[config.mk]
export PLATFORM = sky130hd
export DESIGN_NAME = serial_sub_16bit
export DESIGN_NICKNAME = d
export VERILOG_FILES = /design/src/rtl/serial_sub_16bit_pkg.sv /design/src/rtl/serial_sub_16bit_cell.sv /design/src/rtl/serial_sub_16bit.sv
export SDC_FILE = /design/constraint.sdc
export NUM_CORES = 1
export LEC_CHECK = 0
export CAP_MARGIN = 20
export CORE_ASPECT_RATIO = 1.75
export CORE_MARGIN = 1
export CORE_UTILIZATION = 45
export CTS_CLUSTER_DIAMETER = 200
export DETAILED_ROUTE_END_ITERATION = 16
export GPL_ROUTABILITY_DRIVEN = 0
export GPL_TIMING_DRIVEN = 1
export PLACE_DENSITY = 0.8
export RECOVER_POWER = 50
export SYNTH_ARGS = -nofsm -noshare
export SYNTH_HDL_FRONTEND = slang
export SYNTH_SLANG_ARGS = --single-unit
[constraint.sdc]
create_clock -name clk -period 2 [get_ports clk]
set_input_delay 0.4 -clock clk [delete_from_list [all_inputs] [get_ports clk]]
set_output_delay 0.4 -clock clk [all_outputs]
set_load 0.005 [all_outputs]
[src/rtl/serial_sub_16bit_pkg.sv]
// ============================================================================
// Module      : serial_sub_16bit_pkg
// Description : Shared state encodings and default sizing for the bit-serial
//               subtractor.
// Revision    : 1.0 - initial release
// ============================================================================
`default_nettype none

package serial_sub_16bit_pkg;

    // Controller states; the encodings are fixed so they can be read from a debug bus.
    typedef enum logic [1:0] {
        S_IDLE = 2'd0,
        S_RUN  = 2'd1,
        S_DONE = 2'd2
    } state_t;

    // Default operand width and bit-counter width (2**CNT_W must exceed WIDTH).
    localparam int c_DEF_WIDTH = 16;
    localparam int c_DEF_CNT_W = 5;

endpackage

`default_nettype wire

[src/rtl/serial_sub_16bit_cell.sv]
// ============================================================================
// Module      : full_sub_cell
// Description : One-bit full subtractor (d = a - b - bin) assembled from
//               XOR and NAND cells.
// Revision    : 1.0 - initial release
// ============================================================================
`default_nettype none

module full_sub_cell (
    input  logic a,
    input  logic b,
    input  logic bin,
    output logic d,
    output logic bout
);

    logic w_x;
    logic w_n1;
    logic w_n2;

    // Difference bit: two cascaded XOR cells.
    assign w_x  = a ^ b;
    assign d    = w_x ^ bin;

    // Borrow: (~a & b) | (~(a^b) & bin) expressed as NAND-of-NANDs.
    assign w_n1 = ~((~a) & b);
    assign w_n2 = ~((~w_x) & bin);
    assign bout = ~(w_n1 & w_n2);

endmodule

`default_nettype wire

[src/rtl/serial_sub_16bit.sv]
// ============================================================================
// Module      : serial_sub_16bit
// Description : Bit-serial two's-complement subtractor, diff = a - b, one bit
//               per clock LSB first, with start/done handshake and
//               borrow/overflow/zero flags.
// Revision    : 1.0 - initial release
// ============================================================================
`default_nettype none

module serial_sub_16bit
    import serial_sub_16bit_pkg::*;
#(
    parameter int WIDTH = c_DEF_WIDTH,
    parameter int CNT_W = c_DEF_CNT_W
) (
    input  logic             clk,
    input  logic             rst_n,
    input  logic             start,
    input  logic [WIDTH-1:0] a,
    input  logic [WIDTH-1:0] b,
    output logic             busy,
    output logic             done,
    output logic [WIDTH-1:0] diff,
    output logic             borrow_out,
    output logic             ovf,
    output logic             zero
);

    localparam logic [CNT_W-1:0] c_LAST = CNT_W'(WIDTH - 1);

    state_t             r_state;
    state_t             w_next_state;
    logic               w_accept;
    logic               w_last;

    logic [WIDTH-1:0]   r_sa;
    logic [WIDTH-1:0]   r_sb;
    logic [WIDTH-2:0]   r_res;
    logic               r_borrow;
    logic [CNT_W-1:0]   r_cnt;
    logic               r_a_msb;
    logic               r_b_msb;

    logic [WIDTH-1:0]   r_diff;
    logic               r_borrow_out;
    logic               r_ovf;
    logic               r_zero;

    logic               w_d;
    logic               w_bn;
    logic [WIDTH-1:0]   w_res_final;

    // Single serial subtractor cell working on the current LSBs.
    full_sub_cell u_cell (
        .a    (r_sa[0]),
        .b    (r_sb[0]),
        .bin  (r_borrow),
        .d    (w_d),
        .bout (w_bn)
    );

    assign w_last      = (r_cnt == c_LAST);
    // The final difference bit enters at the MSB alongside the bits already shifted in.
    assign w_res_final = {w_d, r_res};

    // State register.
    always_ff @(posedge clk or negedge rst_n) begin
        if (!rst_n) begin
            r_state <= S_IDLE;
        end else begin
            r_state <= w_next_state;
        end
    end

    // Next-state and accept decode; start is only honoured outside RUN.
    always_comb begin
        w_next_state = r_state;
        w_accept     = 1'b0;
        case (r_state)
            S_IDLE: begin
                if (start) begin
                    w_accept     = 1'b1;
                    w_next_state = S_RUN;
                end
            end
            S_RUN: begin
                if (w_last) begin
                    w_next_state = S_DONE;
                end
            end
            S_DONE: begin
                if (start) begin
                    w_accept     = 1'b1;
                    w_next_state = S_RUN;
                end else begin
                    w_next_state = S_IDLE;
                end
            end
            default: begin
                w_next_state = S_IDLE;
            end
        endcase
    end

    // Operand capture, serial shifting, borrow chain and bit counter.
    always_ff @(posedge clk or negedge rst_n) begin
        if (!rst_n) begin
            r_sa     <= '0;
            r_sb     <= '0;
            r_res    <= '0;
            r_borrow <= 1'b0;
            r_cnt    <= '0;
            r_a_msb  <= 1'b0;
            r_b_msb  <= 1'b0;
        end else if (w_accept) begin
            r_sa     <= a;
            r_sb     <= b;
            r_borrow <= 1'b0;
            r_cnt    <= '0;
            r_a_msb  <= a[WIDTH-1];
            r_b_msb  <= b[WIDTH-1];
        end else if (r_state == S_RUN) begin
            r_sa     <= {1'b0, r_sa[WIDTH-1:1]};
            r_sb     <= {1'b0, r_sb[WIDTH-1:1]};
            r_res    <= w_res_final[WIDTH-1:1];
            r_borrow <= w_bn;
            r_cnt    <= r_cnt + CNT_W'(1);
        end
    end

    // Result and flags are updated only on the last serial step so partial sums never show.
    always_ff @(posedge clk or negedge rst_n) begin
        if (!rst_n) begin
            r_diff       <= '0;
            r_borrow_out <= 1'b0;
            r_ovf        <= 1'b0;
            r_zero       <= 1'b0;
        end else if ((r_state == S_RUN) && w_last) begin
            r_diff       <= w_res_final;
            r_borrow_out <= w_bn;
            r_ovf        <= (r_a_msb ^ r_b_msb) & (r_a_msb ^ w_d);
            r_zero       <= (w_res_final == '0);
        end
    end

    assign busy       = (r_state == S_RUN);
    assign done       = (r_state == S_DONE);
    assign diff       = r_diff;
    assign borrow_out = r_borrow_out;
    assign ovf        = r_ovf;
    assign zero       = r_zero;

endmodule

`default_nettype wire

* Word level (Yosys, flattened, before mapping) *
Index checks and enable logic that the tools add are counted.

operators by class
  add/subtract/negate cells = 1
  equality and inequality tests = 5
  multiplexer cells = 14
  bitwise operators = 14
  reductions and logical operators = 7

operator list
  operator                                              count
  two-way mux 16 bit                                    4
  logical NOT 16 bit                                    1
  two-way mux 5 bit                                     2
  NOT 1 bit                                             6
  case mux 2 bit (3 select lines)                       1
  adder 5 x 1 -> 5 bit (second input constant)          1
  equality test 5 x 4 -> 1 bit (second input constant)  1
  two-way mux 1 bit                                     5
  bitwise AND 1 bit                                     4
  two-way mux 2 bit                                     2
  AND reduction 2 bit                                   2
  XOR 1 bit                                             4
  equality test 2 x 1 -> 1 bit (second input constant)  1
  equality test 2 bit (second input constant)           1
  logical NOT 2 bit                                     1
  != test 2 x 1 -> 1 bit (second input constant)        1
  != test 2 bit (second input constant)                 1
  nonzero test 2 bit                                    1
  OR reduction 2 bit                                    1
  logical AND 1 bit                                     1

storage, ports and cells
  register bits after elaboration = 76
  input bits = 35
  output and inout bits = 21
  word-level logic and storage cells = 53

* Longest topological paths before layout *
  depth after elaboration = 8
  gate-level depth with buffers = 7

* By module *
From an unflattened synthesis, not the netlist that was laid out.

unflattened totals
  cells, all modules = 321
  area, all modules = 3194.3 um^2

by module, submodules not included
  module            times used  cells an instance  area an instance (um^2)  sequential area each (um^2)
  serial_sub_16bit  1           317                3163.0                   1901.8
  full_sub_cell     1           4                  31.3                     0.0

* Worst setup path after synthesis *
OpenSTA, ideal clock, no wires.

  path kind = register to register
  start point = register r_cnt[0]
  end point = register r_diff[10] (netlist: diff[10])
  data arrival time = 1.680 ns
  slack = 0.195 ns
  cell stages (with the launch flop) = 7
  path buffers = 1
  cells stage by stage = dfrtp_1 > ha_1 > and3_1 > ha_1 > nand3b_1 > buf_2 > mux2_2

on the way
  word-level cells in the longest chain between the ends = 2

ends and longest elaborated chain
  element                       RTL line                 source
  start: declaration            serial_sub_16bit.sv:40   logic [CNT_W-1:0] r_cnt;
  start signal: assignment      serial_sub_16bit.sv:127  r_cnt <= r_cnt + CNT_W'(1);
  equality test 5 x 4 -> 1 bit  serial_sub_16bit.sv:62   assign w_last = (r_cnt == c_LAST);
  logical AND 1 bit             serial_sub_16bit.sv:138  end else if ((r_state == S_RUN) && w_last) begin
  end signal: assignment        serial_sub_16bit.sv:139  r_diff <= w_res_final;
  end: declaration              serial_sub_16bit.sv:44   logic [WIDTH-1:0] r_diff;

Every way passes these cells.
A chain may end at the register's enable or synchronous reset.

* Worst setup path after layout *
  start point = register r_state[1]
  end point = output busy

on the way
  word-level cells in the longest chain between the ends = 1

ends and longest elaborated chain
  element                       RTL line                 source
  start: declaration            serial_sub_16bit.sv:31   state_t r_state;
  start signal: assignment      serial_sub_16bit.sv:71   r_state <= w_next_state;
  equality test 2 x 1 -> 1 bit  serial_sub_16bit.sv:146  assign busy = (r_state == S_RUN);
  end: declaration              serial_sub_16bit.sv:21   output logic busy,

Every way passes these cells.

==> out/results.ini <==
[run_status]
outcome=complete, but fails checks
violations=max-capacitance violations, max-slew violations

[drt]
drt-total-wl_um=6670
drt_first_iter_violations=139
drt-pass1-iter-count=5
detail-route-antenna-nets=0
viasPerCell=5.22
via_count=2422
routed_wire_length_per_instance_um=14.4
route.detailed.drc=0

[layout]
layout_commonest_cell=sky130_fd_sc_hd__nand2_1
layout-area-overhead-vs-synth_pct=29.6
most-common-layout-cells=111 x sky130_fd_sc_hd__nand2_1, 76 x sky130_fd_sc_hd__dfrtp_1, 54 x sky130_fd_sc_hd__clkdlybuf4s50_1
drive_gt1_share_pct=10.3
design_area_um2=4130
antennaDiodeCount=0
nets=413

[yosys]
post_synth_edffs=0
yosys.area.top_type_share_pct=59.6
syn_area_per_cell_um2=9.85
yosys.cell_types.count=31
synth_cells=324
ys_seq_elements=76
proportion_of_register_bits_with_asynchronous_set_or_reset_after_synthesis_pct=100
post_synth_main_area_contributors=sky130_fd_sc_hd__dfrtp_1 60%, sky130_fd_sc_hd__nand2_1 13%, sky130_fd_sc_hd__mux2_2 6.0%
syn_area_um2=3190
synth-warning-count=0
netlist.top_cell.by_area=sky130_fd_sc_hd__dfrtp_1
synth-seq-area-share_pct=59.6
mappedNetlistNets=362
synth_top_flop_cell=sky130_fd_sc_hd__dfrtp_1

[place]
post-dp-hpwl_um=4340
io_buffer_count=55
postPlaceCellArea_um2=3820

[sta]
max_slew.worst_pin.slew_ps=1760
timing.fmax_ghz=0.528
setup-tns-final_ps=0
finalSetupViolations=0
grt_setup_unrepaired=no
fin_crit_ps=1890
timing.max_slew.rel_slack_pct=-17.4
hold_viol=0
timing.final.max_slew_violations=33
finClkSkew_ps=5.93
post-route-period-util_pct=94.7
hold_slack_ps=493

[global_routing]
grt_antenna_before_repair=0
global_route.overflow_total=0
grt_max_degree=58
grt_use_total_pct=20.3
number_of_global_route_vias_before_repair=2373
grt_first_pass_wirelength_um=11400

[floorplanning]
placementRows=40
initial_utilization_pct=46.5
die_height_um=113
floorplan.die.width_um=65.7
boundaryPins=56
core_footprint_um2=6860
die_area_um2=7440

[min_path]
min_from=r_borrow$_DFFE_PN0P_
min_to=r_borrow$_DFFE_PN0P_
hold_critical_path_depth=1
hold_class=flip-flop to flip-flop

[critical_path]
timing.reg2reg.worst_path_depth=6
critPathRequiredTime_ps=1600
regToRegSetupSlack_ps=180
worst-endpoint-arrival_ps=1490
r2r_end=diff[8]$_DFFE_PN0P_
crit_type=flip-flop to primary output
biggest_fanout_along_the_worst_timing_path=3
critical_path.endpoint_type=primary output
timing.critical_path.from_type=flip-flop
worst_r2r_startpoint=r_cnt[0]$_DFFE_PN0P_

[power]
p_leak_nw=1.92
vdd.ir_drop.worst_uv=812
power-per-cell-area_nw_per_um2=1530

[clock_tree]
cts.htree.levels=3
path_clk_slew_ps=60
post-cts-setup-buffer-count=0
cts.root.buffer_cell=sky130_fd_sc_hd__clkbuf_16
clock_insertion_delay_worst_skew_ps=330
cts_resized=0
numClockSinks=76
ctsHoldBuffers=0
numCtsBuffers=9
clock_tree_from_tritoncts=yes
maximum_buffer_depth_of_the_clock_tree=2

[flow_run]
maxCapViolations=1

-- Yosys cell counts (all sizes together), types with 3 or more instances --
cell    instances
a22o            3
a31oi          27
buf            15
clkbuf          6
dfrtp          76
inv             5
mux2           17
nand2         111
nand3           4
nor2           28
nor2b           3
nor4            4
o21ai           6
-- critical path: stages (launching register included) --
cell and delay [ps]:
sky130_fd_sc_hd__dfrtp_1 380, sky130_fd_sc_hd__nand2b_2 190, sky130_fd_sc_hd__inv_1 80, sky130_fd_sc_hd__clkdlybuf4s50_1 510
-- routing by layer --
metal | vias up | share of wire, % | GRT usage [%]
li1 | 1179 | - | -
met2 | 51 | 55 | 33.1
met1 | 1180 | 40 | 25.9
met3 | 12 | 2.9 | 3.90
met5 | - | 0 | 0
met4 | 0 | 1.9 | 8.70
-- worst max-delay path by stage --
stage	start	endpoint	slack [ps]	depth (start not counted)
6_report	r_state[1]$_DFFE_PN0P_	busy	110	3
5_1_grt	r_state[1]$_DFFE_PN0P_	busy	40	3
4_1_cts	r_state[1]$_DFFE_PN0P_	busy	110	3
3_5_place_dp	r_cnt[0]$_DFFE_PN0P_	diff[10]$_DFFE_PN0P_	200	6
3_3_place_gp	r_cnt[0]$_DFFE_PN0P_	diff[0]$_DFFE_PN0P_	270	6
2_1_floorplan	r_cnt[0]$_DFFE_PN0P_	diff[10]$_DFFE_PN0P_	200	6
-- sequential cells by signal, indices dropped and copies added (netlist names) --
name and flops:
r_state 2, zero 1, r_a_msb 1, diff 16, r_b_msb 1, r_res 15, r_sa 16, r_cnt 5
borrow_out 1, ovf 1, r_sb 16, r_borrow 1
-- cells by family after synthesis --
kind of cell / after synthesis / synth area share (%)
simple gates: 158 / 20.0
flops: 76 / 59.6
compound gates: 43 / 8.71
buf+inv: 26 / 4.00
mux: 18 / 6.31
fa+ha+maj: 3 / 1.41
-- area by class of cell --
cell class	instances	area, µm²
fillers	566	2720
flip-flops and latches	76	1900
multi-input cells	222	1160
repair buffers	61	627
clock buffers	10	229
well taps	84	105
clock inverters	6	88.8
inverters	5	18.8
-- where the power goes --
group          internal [mW]  total (mW)  switching (mW)
clock network           1.09        1.71           0.615
logic                  0.950        1.94           0.995
registers               2.21        2.66           0.451
-- metrics by stage --
stage	utilization [%]	setup WS (ps)	total power, mW	instances
global route	60.3	44.9	6.73	464
finish	60.3	107	6.31	464
floorplan	-	195	3.86	324
global placement	55.7	269	4.49	448
CTS	60.4	112	6.37	464
detailed placement	55.7	201	4.63	448
No activity file was read; power rests on OpenSTA's default activity.
==> variant, RTL diff (config.mk and constraints unchanged) <==
Change the package constant `c_DEF_CNT_W` from 5 to 10.
--- a/src/rtl/serial_sub_16bit_pkg.sv
+++ b/src/rtl/serial_sub_16bit_pkg.sv
@@ -19,3 +19,3 @@
     localparam int c_DEF_WIDTH = 16;
-    localparam int c_DEF_CNT_W = 5;
+    localparam int c_DEF_CNT_W = 10;
 
Behaviour: same outputs for any inputs over 10 cycles, from zero or initial values and one cycle with rst_n low; that may be too few to reach the edited logic, so the function may still have changed.
==> variant against the original RTL <==
- maximum frequency fell by 3.7%
- area after synthesis grew 10%
- count of clock-buffer cells in the layout is 3 higher
- worst setup slack lost 0.073 ns
- die area increased by 9.7%
- sequential cell count rose by 5
- power grew 13%
- largest power group unchanged
- non-clock buffer count is 9 higher
- routed wire length rose by 9.0%
- final area grew 10%
==> variant: results (changes against the original RTL) <==
Route
  – Routed wire length: 7.27 mm (+9.0%)
  – TritonRoute pass-1 iters: 4 (-1)
  – Vias per Instance: 5.39 (+3.2%)
  – Initial DRC Count: 247 (+78%)

Placed design
  – Dpl hpwl: 4.83 mm (+11%)
  – Dpl cells: 485 (+8.3%)

Cells and area
  – Total Nets Final: 446 (+8.0%)
  – Layout cell share with drive strength beyond 1: 0.128 (+0.0257)

Timing
  – Relative slew slack: 0.298 (+0.471)
  – Post-Route Skew: 0.00264 ns (-0.00329 ns)
  – Max-slew violations: 0 (-100%)

Power and ir drop
  – Leak: 2.15 nW (+12%)
  – Maximum VDD drop: 0.790 mV (-2.7%)

Outcome
  – Status: complete, no violations

Synth
  – Mapped Nets: 387 (+6.9%)
  – Top post-synthesis cells by count: nand2_1, dfrtp_1, nor2_1
  – Sequential share of the synthesized area: 0.578 (-0.0183)
  – Unique cell type count in the Yosys netlist: 34 (+9.7%)
  – Ranking of synthesized cells by area: dfrtp_1, nand2_1, mux2_4
  – Syn Inst Count: 350 (+8.0%)

Global routing
  – Largest net degree at the start of global routing: 49 (-16%)
  – GRT Overall Usage: 0.206 (+0.00311)
  – Vias in the first global route: 2699 (+14%)

Critical path
  – Worst reg2reg path depth: 4 (-2)
  – Arrival @ worst endpoint: 2.18 ns (+0.69 ns)
  – Worst Path Max Fanout: 19 (+16)

CTS
  – Root buffer cell: clkbuf_16

Worst hold path
  – Worst min path class: input port to asynchronous set/reset pin

Die
  – CORE AREA: 7570 um2 (+10%)
[variant: changes by cell type in the layout (fill, tap and decap cells not counted), moves of 3 or more]
cell	change
mux2_2	-16
mux2_4	+17
clkbuf_2	+3
buf_4	+6
clkbuf_8	+3
dfrtp_1	+5
mux2i_1	+4
[variant: metrics by stage]
stage | utilization | setup TNS [ns] | hold slack [ns] | setup slack, ns | area [um2]
floorplan | - | 0 | 0.104 | 0.0654 | 3510
detailed placement | 0.557 | -0.108 | 0.432 | -0.0194 | 4220
global placement | 0.557 | 0 | 0.425 | 0.0171 | 4220
CTS | 0.604 | 0 | 0.0729 | 0.0279 | 4570
finish | 0.602 | 0 | 0.250 | 0.0342 | 4550
global route | 0.602 | 0 | 0.347 | 0.00396 | 4550
[variant: worst paths after layout]
check                      startpoint        to  slack (ns)
max in group asynchronous       rst_n  r_cnt[1]        0.54
min reg2reg                  r_cnt[9]  r_cnt[9]        0.49
min                             rst_n   diff[9]        0.25
max                          r_cnt[6]   diff[6]        0.03
min in group clk             r_cnt[9]  r_cnt[9]        0.49
max reg2reg                  r_cnt[6]   diff[6]        0.03
[variant: what timing repair did]
item | 4_1_cts | 5_1_grt
hold buffers | 0 | 0
hold endpoints to repair | 0 | 0
setup buffers | 1 | 0
endpoints found under the setup margin | 18 | 4
resized for setup | 1 | 3
[variant: metal layers]
metal / GRT usage / wire, um / vias up
li1: - / - / 1305
met1: 0.257 / 2960 / 1288
met2: 0.313 / 3720 / 85
met3: 0.0608 / 301 / 22
met4: 0.110 / 289 / 0
met5: 0 / 0 / -
[variant: where the power goes]
part	switching, mW	internal [mW]	leakage [nW]
Sequential	0.491	2.34	1.03
Clock	0.612	1.19	0.162
Combinational	1.28	1.21	0.955
[variant: cells by family (layout without fill, tap and decap cells)]
group | after synthesis | in the layout | share of synthesized area
AO/OA/AOI/OAI | 47 | 47 | 0.0888
multiplexers | 23 | 23 | 0.0902
AND/OR/NAND/NOR | 169 | 169 | 0.200
adder cells (fa/ha/maj) | 2 | 2 | 0.00927
flip-flops | 81 | 81 | 0.578
buffers and inverters | 28 | 91 | 0.0342
[variant: layout make-up]
class | count | area [um2]
clock buffers | 13 | 270
clock inverters | 2 | 60.1
fillers | 630 | 3010
inverters | 6 | 25.0
multi-input cells | 241 | 1380
flip-flops and latches | 81 | 2030
well taps | 88 | 110
repair buffers | 70 | 687
[variant: worst max-delay path: stages (launching register included)]
cell and delay [ns]:
dfrtp_1 0.38, or4_4 0.53, or4_4 0.45, buf_12 0.19, mux2_4 0.30
